===== config.mk =====
export PLATFORM = sky130hd
export DESIGN_NAME = router_pkt_tx
export DESIGN_NICKNAME = d
export VERILOG_FILES = /design/src/rtl/router_pkt_tx.sv
export SDC_FILE = /design/constraint.sdc
export NUM_CORES = 1
export LEC_CHECK = 0
export ABC_AREA = 1
export ABC_CLOCK_PERIOD_IN_PS = 3230
export CAP_MARGIN = 25
export CORE_UTILIZATION = 40
export CTS_CLUSTER_DIAMETER = 80
export CTS_CLUSTER_SIZE = 16
export DETAILED_ROUTE_END_ITERATION = 10
export PLACE_DENSITY = 0.67
export REMOVE_ABC_BUFFERS = 1
export SLEW_MARGIN = 0
export SYNTH_ARGS = -nofsm -noshare
export SYNTH_HDL_FRONTEND = slang
export SYNTH_SLANG_ARGS = --single-unit

===== constraint.sdc =====
create_clock -name clk -period 3.23 [get_ports clk]
set_clock_uncertainty 0.2 [all_clocks]
set_input_delay 0.646 -clock clk [delete_from_list [all_inputs] [get_ports clk]]
set_output_delay 0.646 -clock clk [all_outputs]
set_load 0.005 [all_outputs]

===== src/rtl/router_pkt_tx.sv =====
// Packet source for the 1x3 router input port: buffers a payload, then
// sends header, payload and parity, holding bytes while the router is busy.
module router_pkt_tx #(
    parameter int unsigned GAP_CYCLES = 2
) (
    input  logic       clk,
    input  logic       resetn,
    input  logic       start,
    input  logic [1:0] dest,
    input  logic [5:0] len,
    input  logic       pl_wr,
    input  logic [7:0] pl_data,
    input  logic       busy,
    input  logic       err,
    output logic       packet_valid,
    output logic [7:0] pkt_data,
    output logic       ready,
    output logic       done,
    output logic       reject,
    output logic       err_flag
);

    typedef enum logic [2:0] {
        S_IDLE,
        S_LOAD,
        S_HEADER,
        S_PAYLOAD,
        S_PARITY,
        S_GAP
    } state_t;

    state_t     state_q, state_d;
    logic [5:0] len_q, len_d;
    logic [5:0] wr_idx_q, wr_idx_d;
    logic [5:0] rd_idx_q, rd_idx_d;
    logic [7:0] hdr_q, hdr_d;
    logic [7:0] par_q, par_d;
    logic [3:0] gap_q, gap_d;
    logic       pv_d;
    logic [7:0] data_d;
    logic       ready_d;
    logic       done_d;
    logic       reject_d;
    logic       err_flag_d;

    logic [7:0] mem [64];

    // Payload storage is plain memory; it needs no reset.
    always_ff @(posedge clk) begin
        if (state_q == S_LOAD && pl_wr) begin
            mem[wr_idx_q] <= pl_data;
        end
    end

    always_comb begin
        state_d    = state_q;
        len_d      = len_q;
        wr_idx_d   = wr_idx_q;
        rd_idx_d   = rd_idx_q;
        hdr_d      = hdr_q;
        par_d      = par_q;
        gap_d      = gap_q;
        err_flag_d = err_flag;
        done_d     = 1'b0;
        reject_d   = 1'b0;

        unique case (state_q)
            S_IDLE: begin
                if (start) begin
                    if (len != 6'd0 && dest != 2'd3) begin
                        len_d      = len;
                        hdr_d      = {len, dest};
                        par_d      = {len, dest};
                        wr_idx_d   = 6'd0;
                        err_flag_d = 1'b0;
                        state_d    = S_LOAD;
                    end else begin
                        reject_d = 1'b1;
                    end
                end
            end
            S_LOAD: begin
                if (pl_wr) begin
                    par_d    = par_q ^ pl_data;
                    wr_idx_d = wr_idx_q + 6'd1;
                    if (wr_idx_q == len_q - 6'd1) begin
                        state_d = S_HEADER;
                    end
                end
            end
            S_HEADER: begin
                if (!busy) begin
                    rd_idx_d = 6'd0;
                    state_d  = S_PAYLOAD;
                end
            end
            S_PAYLOAD: begin
                if (!busy) begin
                    rd_idx_d = rd_idx_q + 6'd1;
                    if (rd_idx_q == len_q - 6'd1) begin
                        state_d = S_PARITY;
                    end
                end
            end
            S_PARITY: begin
                if (!busy) begin
                    gap_d   = 4'(GAP_CYCLES);
                    state_d = S_GAP;
                end
            end
            S_GAP: begin
                if (err) begin
                    err_flag_d = 1'b1;
                end
                if (gap_q <= 4'd1) begin
                    gap_d   = 4'd0;
                    done_d  = 1'b1;
                    state_d = S_IDLE;
                end else begin
                    gap_d = gap_q - 4'd1;
                end
            end
            default: state_d = S_IDLE;
        endcase

        // Outputs are a function of the state being entered, so they
        // register in step with it.
        pv_d    = 1'b0;
        data_d  = 8'h00;
        ready_d = 1'b0;
        unique case (state_d)
            S_IDLE:    ready_d = 1'b1;
            S_HEADER: begin
                pv_d   = 1'b1;
                data_d = hdr_d;
            end
            S_PAYLOAD: begin
                pv_d   = 1'b1;
                data_d = mem[rd_idx_d];
            end
            S_PARITY:  data_d = par_d;
            default: ;
        endcase
    end

    always_ff @(posedge clk or negedge resetn) begin
        if (!resetn) begin
            state_q      <= S_IDLE;
            len_q        <= 6'd0;
            wr_idx_q     <= 6'd0;
            rd_idx_q     <= 6'd0;
            hdr_q        <= 8'h00;
            par_q        <= 8'h00;
            gap_q        <= 4'd0;
            packet_valid <= 1'b0;
            pkt_data     <= 8'h00;
            ready        <= 1'b1;
            done         <= 1'b0;
            reject       <= 1'b0;
            err_flag     <= 1'b0;
        end else begin
            state_q      <= state_d;
            len_q        <= len_d;
            wr_idx_q     <= wr_idx_d;
            rd_idx_q     <= rd_idx_d;
            hdr_q        <= hdr_d;
            par_q        <= par_d;
            gap_q        <= gap_d;
            packet_valid <= pv_d;
            pkt_data     <= data_d;
            ready        <= ready_d;
            done         <= done_d;
            reject       <= reject_d;
            err_flag     <= err_flag_d;
        end
    end

endmodule


---- After elaboration in Yosys (flattened, before gate mapping) ----
Memories as Yosys holds them, arrays and structs flattened.
Index checks and enable logic that the tools add are counted.
storage, ports and cells
  bits in registers ....................... 54
  latch bits .............................. 0
  bits in writable memories ............... 512
  memory bits (read-only) ................. 0
  output and inout port bits .............. 13
  memories ................................ 1
cells by class
  add/subtract/negate cells ............... 4
  multiply operators ...................... 0
  divide/modulo/power cells ............... 0
  magnitude comparators ................... 1
  equal/unequal tests ..................... 16
  shifts and indexed selects .............. 0
  mux-type cells .......................... 41
  bitwise logic cells ..................... 1
  reductions and logical operators ........ 13
memories
  name  depth  bits a word  rd ports  clocked after Yosys merged registers in  write ports  line  source
  mem   64     8            1         0                                        1            46    logic [7:0] mem [64];
operators with widths
  cell                                                            number
  2-to-1 mux 8 bit                                                6
  2-to-1 mux 6 bit                                                5
  2-to-1 mux 3 bit                                                9
  case mux 6 bit (2 select lines)                                 2
  case mux 8 bit (3 select lines)                                 1
  case mux 3 bit (6 select lines)                                 1
  case mux 8 bit (2 select lines)                                 1
  adder 6 x 1 -> 6 bit, second input constant                     2
  == test 3 x 2 -> 1 bit, second input constant                   4
  == test 6 bit                                                   2
  2-to-1 mux 1 bit                                                12
  != test 2 bit, second input constant                            6
  == test 3 bit, second input constant                            3
  2-to-1 mux 4 bit                                                2
  case mux 4 bit (2 select lines)                                 1
  AND reduction 4 bit                                             2
  XOR 8 bit                                                       1
  logical NOT 3 bit                                               2
  nonzero test 2 bit                                              3
  nonzero test 6 bit                                              1
  subtractor 6 x 1 -> 6 bit, second input constant                1
  less-or-equal comparator 4 x 1 -> 1 bit, second input constant  1
  subtractor 4 x 1 -> 4 bit, second input constant                1
  == test 3 x 1 -> 1 bit, second input constant                   1
  5 further kinds                                                 6

---- Logic depth before layout (Yosys ltp) ----
Gate-level depths: netlist of run 1.
  depth in word-level cells ............... 8
  mapped depth ............................ 18

---- Worst setup path after synthesis of run 1 ----
Ideal clock, no wire load.
  path type ............................... input port to flip-flop
  start point ............................. input busy
  end point ............................... register pkt_data[0]
  arrival ................................. 2.230 ns
  required time ........................... 2.912 ns
  slack ................................... 0.682 ns
  cell stages on the path ................. 13
  buffers on the path ..................... 2
  path through ............................ ha_1 > nand4_1 > clkbuf_1 > clkbuf_1 > nand4_1 > nand3_1 > nand3_1 > nand3_1 > nand3_1 > nand2_1 > nand2_1 > nand3_1 > nand2_1
on the way
  word-level cells in the longest chain between the ends .. 4
RTL lines
  element                                                                             line  source
  start: declaration                                                                  13    input logic busy,
  2-to-1 mux 6 bit (tied with other cells)                                            98    if (!busy) begin
  case mux 6 bit (2 select lines) or case mux 3 bit (6 select lines) (tied branches)  67    unique case (state_q)
  memory read (64 x 8 bit) (tied with other cells)                                    --
  case mux 8 bit (3 select lines) *                                                   131   unique case (state_d)
  net data_d[0]                                                                       40    logic [7:0] data_d;
  end signal: assignment                                                              170   pkt_data <= data_d;
  end: declaration                                                                    16    output logic [7:0] pkt_data,
The timed path passes the listed nets; every way through them passes the cells marked *.
A chain may end at the register's enable or synchronous reset.

---- Worst setup path after layout of run 1 ----
  start point ............................. input busy
  end point ............................... register pkt_data[7]
Same word-level chain as after synthesis.

==> results of run 1 <==
==> path summary, 6_finish.rpt <==
check,cells past startpoint,slack [ns],end
setup / recovery,14,0.14,pkt_data[7]$_DFF_PN0_
hold / removal,2,0.28,hdr_q[5]$_DFF_PN0_
setup reg to reg,13,0.26,pkt_data[7]$_DFF_PN0_
hold reg to reg,2,0.28,hdr_q[5]$_DFF_PN0_
max in group asynchronous,3,1.66,ready$_DFF_PN1_
min in group asynchronous,2,0.43,hdr_q[6]$_DFF_PN0_
==> registers in the layout, summed over array words and instances (netlist names) <==
signal and cells:
pkt_data 8, done 1, hdr_q 8, state_q 3, err_flag 1, reject 1
par_q 8, gap_q 4, wr_idx_q 6, ready 1, rd_idx_q 6, len_q 6
packet_valid 1, mem 512
==> routing by layer <==
metal  up-vias  global-route usage, %
met3       132                   2.93
met5         -                      0
met2       856                   35.1
li1       7969                      -
met4         0                   8.70
met1      8607                   30.7
==> power groups by stage <==
stage | clock network (uW) | registers [uW] | logic, uW
6_report | 4930 | 8690 | 11200
5_1_grt | 5220 | 8720 | 12100
2_1_floorplan | 0 | 8730 | 6300
3_3_place_gp | 0 | 8820 | 10900
4_1_cts | 4990 | 8680 | 11100
3_5_place_dp | 0 | 8840 | 11000
==> cell usage after synthesis <==
library cell  number  share of area [%]
buf_2            100                2.1
dfstp_2            1               0.11
xnor2_1            2              0.072
o21ai_1            3              0.062
o21bai_1           1              0.031
ha_1               6               0.31
nor3_1             8               0.17
o21ai_0           19               0.39
o211ai_1           6               0.19
clkbuf_1          37               0.57
a211oi_1           2              0.062
and3_1             1              0.026
o21ai_2            1              0.036
dfrtp_1           53                5.5
nand2_1          472                7.3
inv_2             10               0.16
inv_1            105                1.6
nor2_1            89                1.4
buf_4              2              0.062
a31o_2             2              0.072
a21oi_1            9               0.19
xnor3_1            2               0.19
nor3_2             1              0.041
nor2_4             1              0.047
nand3_2            1              0.041
nor2_2             2              0.052
clkinv_2           1              0.021
nand3_1          564                 12
a22o_1             1              0.036
edfxtp_1         512                 64
xor2_1             3               0.11
nand2_2            3              0.078
nand4_1          144                3.7
nand3b_1           1              0.031
buf_1              5              0.078
==> worst reg2reg max path, stage by stage, from the launching register on <==
cell and delay (ns):
dfrtp_1 0.43, ha_1 0.31, nand4_1 0.27, nand3_4 0.22
buf_4 0.16, buf_12 0.32, nand2_1 0.11, nand3_1 0.13
nand3_1 0.12, nand3_1 0.13, nand3_1 0.14, nand3_1 0.20
nand3_1 0.10, nand2_1 0.07
==> kinds of logic after synthesis <==
kind of cell,after synthesis,share of synthesized area (%)
XOR/XNOR,7,0.367
adder cells (fa/ha/maj),6,0.310
flip-flops,566,69.1
buffers and inverters,260,4.59
AO/OA/AOI/OAI,44,1.06
AND/OR/NAND/NOR,1287,24.6
==> layout make-up <==
| type | count | area, sq um | area share, % |
|---|---|---|---|
| tap | 773 | 967 | 3.50 |
| timing repair buffer | 201 | 1940 | 7.01 |
| clock inverter | 3 | 22.5 | 0.0814 |
| clock buffer | 66 | 1160 | 4.20 |
| multi-input combinational | 1344 | 6410 | 23.2 |
| inverter | 116 | 438 | 1.58 |
| sequential | 566 | 16700 | 60.5 |
==> metrics by stage <==
step	cell area (sq um)	setup TNS (ns)
3_5_place_dp	26500	-2.50
3_3_place_gp	26500	-1.66
5_1_grt	27700	0
4_1_cts	27700	0
2_1_floorplan	23500	-63.78
6_report	27700	0
==> impl_metrics.csv, run 1 <==
group,metric,value,unit
placement,port_buffers,34,
worst_setup_path,cp-startpoint,"busy",
worst_setup_path,crit_path_start_kind,"input port",
synthesis,ys_seq_area_share,69.1,%
clocking,clockBufferDepth,3,
die,io_pins,35,
power,power.total,24800,uW
sta,hold_viol_final,0,
route,wl_met3,5.21,mm
worst_setup_path,crit_slowest_cell,"clkdlybuf4s50_1",
synthesis,synth-seq-cells,566,
placement,dpl.hpwl,42.5,mm
placement,pre_cts_ws,-0.344,ns
synthesis,ys_warn_count,0,
power,comb_power_share,45.2,%
clocking,cts_resized,0,
sta,worst_pin_slew,0.704,ns
cells_and_area,antenna_cells,0,
route,ant_nets,0,
sta,slew_violations,0,
route,highest_layer,"met4",
route,post_drt_wl_per_cell,22.0,um
status,status,"completed",
cells_and_area,area_growth,14.3,%
cells_and_area,fin_util,46.6,%
worst_setup_path,cpPeakStageDelay,0.46,ns
worst_setup_path,crit_chain,"clkdlybuf4s50_1 > ha_1 > nand4_1 > nand3_4 > buf_4 > buf_12 > nand2_1 > nand3_1 > nand3_1 > nand3_1 > nand3_1 > nand3_1 > nand3_1 > nand2_1",
sta,min_period,3.09,ns
die,die_area,0.0615,sq mm
hold_path,hp-class,"reg2reg",
synthesis,avgSynthCellArea,11.2,sq um
worst_setup_path,critPathMaxFanout,80,
cells_and_area,nFillCells,5270,
worst_setup_path,cp-end-kind,"flop",
die,die_height,248,um
die,start_util,40.8,%
synthesis,syn-cell-area,0.0242,sq mm
clocking,cts_tree,"done",
sta,hold-worst-slack,0.281,ns
global_route,grt_antenna_before_repair,0,
die,placement_rows,89,
sta,fin_crit_sh,95.6,%
route,drtIter0Drc,2200,
power,p_per_area,897,mW/mm^2
power,max-vdd-ir-drop,0.687,mV
cells_and_area,mostFrequentLayoutCells,"563 x nand3_1, 512 x edfxtp_1, 470 x nand2_1",
die,fp.coreArea,0.0594,sq mm
hold_path,hold_start,"hdr_q[5]$_DFF_PN0_",
global_route,grt_pass1_wl,102,mm
power,p_int,14500,uW
sta,fmax,0.324,GHz
worst_setup_path,cp.arrival,3.42,ns
cells_and_area,final_common_cell,"nand3_1",
global_route,grt_util_all_layers,22.1,%
worst_setup_path,cp_common_cell,"nand3_1",
global_route,grt_pass1_vias,16600,
worst_setup_path,critPathKind,"in2reg",
cells_and_area,layout.nets,2298,
worst_setup_path,cp_top_family,"simple AND/OR/NAND/NOR gates",
synthesis,syn_inst,2170,
clocking,path_clk_slew,0.07,ns
route,drc,0,
clocking,numCtsBuffers,41,
route,drtPass1Iterations,6,
placement,place_congestion,0.946,
cells_and_area,fin_cells,3069,
clocking,post_cts_buffers,0,
global_route,grt_max_degree,92,
cells_and_area,drive_above_1_share,10.8,%
worst_setup_path,worstPathRequired,3.56,ns
route,met2_length,31.5,mm
route,viasPerCell,5.72,
clocking,cts_sinks,566,
clocking,cts-hold-fix-buffers,1,
sta,rsz0062_at_grt,"false",
flow_run,max_cap_violations,0,
power,power_frac_clock,19.9,%
power,seqPwrFrac,35.0,%
placement,post-place-cells,2999,
sta,slew_headroom,53.0,%
clocking,clk_latency,0.59,ns
die,die_w,248,um
route,wl_met1,28.3,mm
global_route,grt_overflow,0,
sta,setup-violations-final,0,
route,vias,17600,
power,p_sw,10300,uW
worst_setup_path,r2r-start,"rd_idx_q[0]$_DFF_PN0_",
sta,timing.final.ws_setup,0.142,ns
route,wl,67.6,mm
power,leakagePower,0.0103,uW
clocking,cts_root_buf,"clkbuf_16",
synthesis,synthDistinctLibCells,35,
power,sw_frac_of_total,41.4,%
worst_setup_path,path_buf_inv,3,
clocking,htreeDepth,2,
No activity file was read; power rests on OpenSTA's default activity.
==> run 2, diff against run 1 <==
--- a/config.mk
+++ b/config.mk
@@ -8,6 +8,7 @@
 export ABC_AREA = 1
 export ABC_CLOCK_PERIOD_IN_PS = 3230
 export CAP_MARGIN = 25
+export CORE_ASPECT_RATIO = 0.5
 export CORE_UTILIZATION = 40
 export CTS_CLUSTER_DIAMETER = 80
 export CTS_CLUSTER_SIZE = 16
==> impl_metrics.csv, run 2 (synthesis gave the netlist of run 1 again) <==
group,metric,value,unit
status,status,"completed",
clocking,cts_root_buf,"clkbuf_16",
global_route,grt_pass1_vias,17000,
cells_and_area,layout.nets,2332,
clocking,clockBufferDepth,3,
die,start_util,40.7,%
route,ant_nets,0,
global_route,grt_max_degree,68,
sta,setup-violations-final,0,
sta,fin_crit_sh,93.2,%
cells_and_area,fin_cells,3139,
die,io_pins,35,
route,drtPass1Iterations,6,
power,sw_frac_of_total,40.7,%
worst_setup_path,critPathMaxFanout,11,
cells_and_area,largest_reg_flops,512,
cells_and_area,area_growth,15.7,%
sta,slew_headroom,42.3,%
die,die_height,176,um
route,drc,0,
die,fp.coreArea,0.0595,sq mm
worst_setup_path,critPathKind,"in2reg",
flow_run,max_cap_violations,0,
power,leakagePower,0.0104,uW
cells_and_area,drive_above_1_share,12.1,%
worst_setup_path,cp_common_cell,"nand3_1",
die,die_area,0.0616,sq mm
sta,fmax,0.332,GHz
power,seqPwrFrac,34.6,%
cells_and_area,top_register,"mem",
power,power_frac_clock,19.6,%
sta,rsz0062_at_grt,"false",
placement,post-place-cells,3072,
clocking,path_clk_slew,0.07,ns
clocking,cts-hold-fix-buffers,1,
route,post_drt_wl_per_cell,21.7,um
power,p_int,14900,uW
global_route,grt_antenna_before_repair,0,
worst_setup_path,crit_path_start_kind,"input port",
sta,hold_viol_final,0,
worst_setup_path,cpPeakStageDelay,0.48,ns
sta,min_period,3.01,ns
sta,hold-worst-slack,0.271,ns
placement,dpl.hpwl,44.0,mm
power,max-vdd-ir-drop,0.515,mV
clocking,cts_resized,0,
power,p_per_area,898,mW/mm^2
clocking,cts_sinks,566,
die,die_w,350,um
clocking,cts_tree,"done",
clocking,numCtsBuffers,41,
placement,port_buffers,34,
cells_and_area,final_common_cell,"nand3_1",
worst_setup_path,crit_slowest_cell,"clkdlybuf4s50_1",
clocking,post_cts_buffers,0,
cells_and_area,mostFrequentLayoutCells,"563 x nand3_1, 512 x edfxtp_1, 470 x nand2_1",
cells_and_area,antenna_cells,0,
worst_setup_path,cp-end-kind,"flop",
cells_and_area,fin_util,47.1,%
power,comb_power_share,45.9,%
sta,slew_violations,0,
clocking,htreeDepth,2,
die,placement_rows,63,
global_route,grt_pass1_wl,103,mm
worst_setup_path,worstPathRequired,3.54,ns
sta,worst_pin_slew,0.866,ns
clocking,clk_latency,0.57,ns
route,viasPerCell,5.60,
route,drtIter0Drc,2369,
route,wl,68.0,mm
placement,place_congestion,0.930,
global_route,grt_overflow,0,
hold_path,hp-class,"in2reg",
route,vias,17600,
power,p_sw,10200,uW
global_route,grt_util_all_layers,22.2,%
worst_setup_path,crit_chain,"clkdlybuf4s50_1 > ha_1 > nand4_1 > nand3_4 > buf_4 > buf_4 > nand2_1 > nand3_1 > nand3_1 > nand3_1 > nand3_1 > nand3_1 > nand3_1 > nand2_1",
worst_setup_path,cp.arrival,3.31,ns
==> run 2: power groups by stage <==
stage               Clock, uW  Combinational, uW  Sequential [uW]
finish                   4920              11500             8690
global route             5210              12500             8720
CTS                      4960              11400             8680
detailed placement          0              11400             8840
global placement            0              11200             8830
floorplan                   0               6300             8730
==> run 2: cell type report <==
cell class                      instances  area, sq um
Clock inverter                          2         20.0
Tap cell                              812         1020
Clock buffer                           64         1150
Fill cell                            5285        31500
Inverter                              116          439
Timing Repair Buffer                  235         2230
Multi-Input combinational cell       1344         6410
Sequential cell                       566        16700
==> run 2: through the flow <==
step | cell area (sq um) | power [uW] | setup WS, ns | setup TNS (ns)
floorplan | 23500 | 15000 | -7.15 | -63.78
global placement | 26800 | 20000 | -0.284 | -1.87
detailed placement | 26800 | 20200 | -0.355 | -2.39
CTS | 28000 | 25100 | 0.222 | 0
global route | 28000 | 26500 | 0.00447 | 0
finish | 28000 | 25100 | 0.221 | 0
==> run 2: per-layer routing <==
| layer | GRT usage (%) | part of all wire [%] | vias up |
|---|---|---|---|
| li1 | - | - | 8032 |
| met1 | 30.8 | 41 | 8567 |
| met2 | 35.3 | 46 | 892 |
| met3 | 4.68 | 10 | 103 |
| met4 | 6.05 | 2.3 | 0 |
| met5 | 0 | 0 | - |
==> run 2: worst paths after layout <==
path                                        from                    end  slack, ns  cells after the start
min reg2reg                   hdr_q[5]$_DFF_PN0_     hdr_q[5]$_DFF_PN0_       0.27                      2
min in group asynchronous                 resetn  rd_idx_q[0]$_DFF_PN0_       0.41                      2
max reg2reg                rd_idx_q[0]$_DFF_PN0_  pkt_data[4]$_DFF_PN0_       0.36                     13
max                                         busy  pkt_data[4]$_DFF_PN0_       0.22                     14
max in group asynchronous                 resetn     hdr_q[6]$_DFF_PN0_       1.66                      3
min                                   pl_data[5]   mem[53][5]$_DFFE_PP_       0.27                      1
==> run 2: critical path: cells and delay by family <==
kind,cells,cell delay [ns]
adder cells (fa/ha/maj),1,0.31
buffers and inverters,3,0.91
AND/OR/NAND/NOR,10,1.43
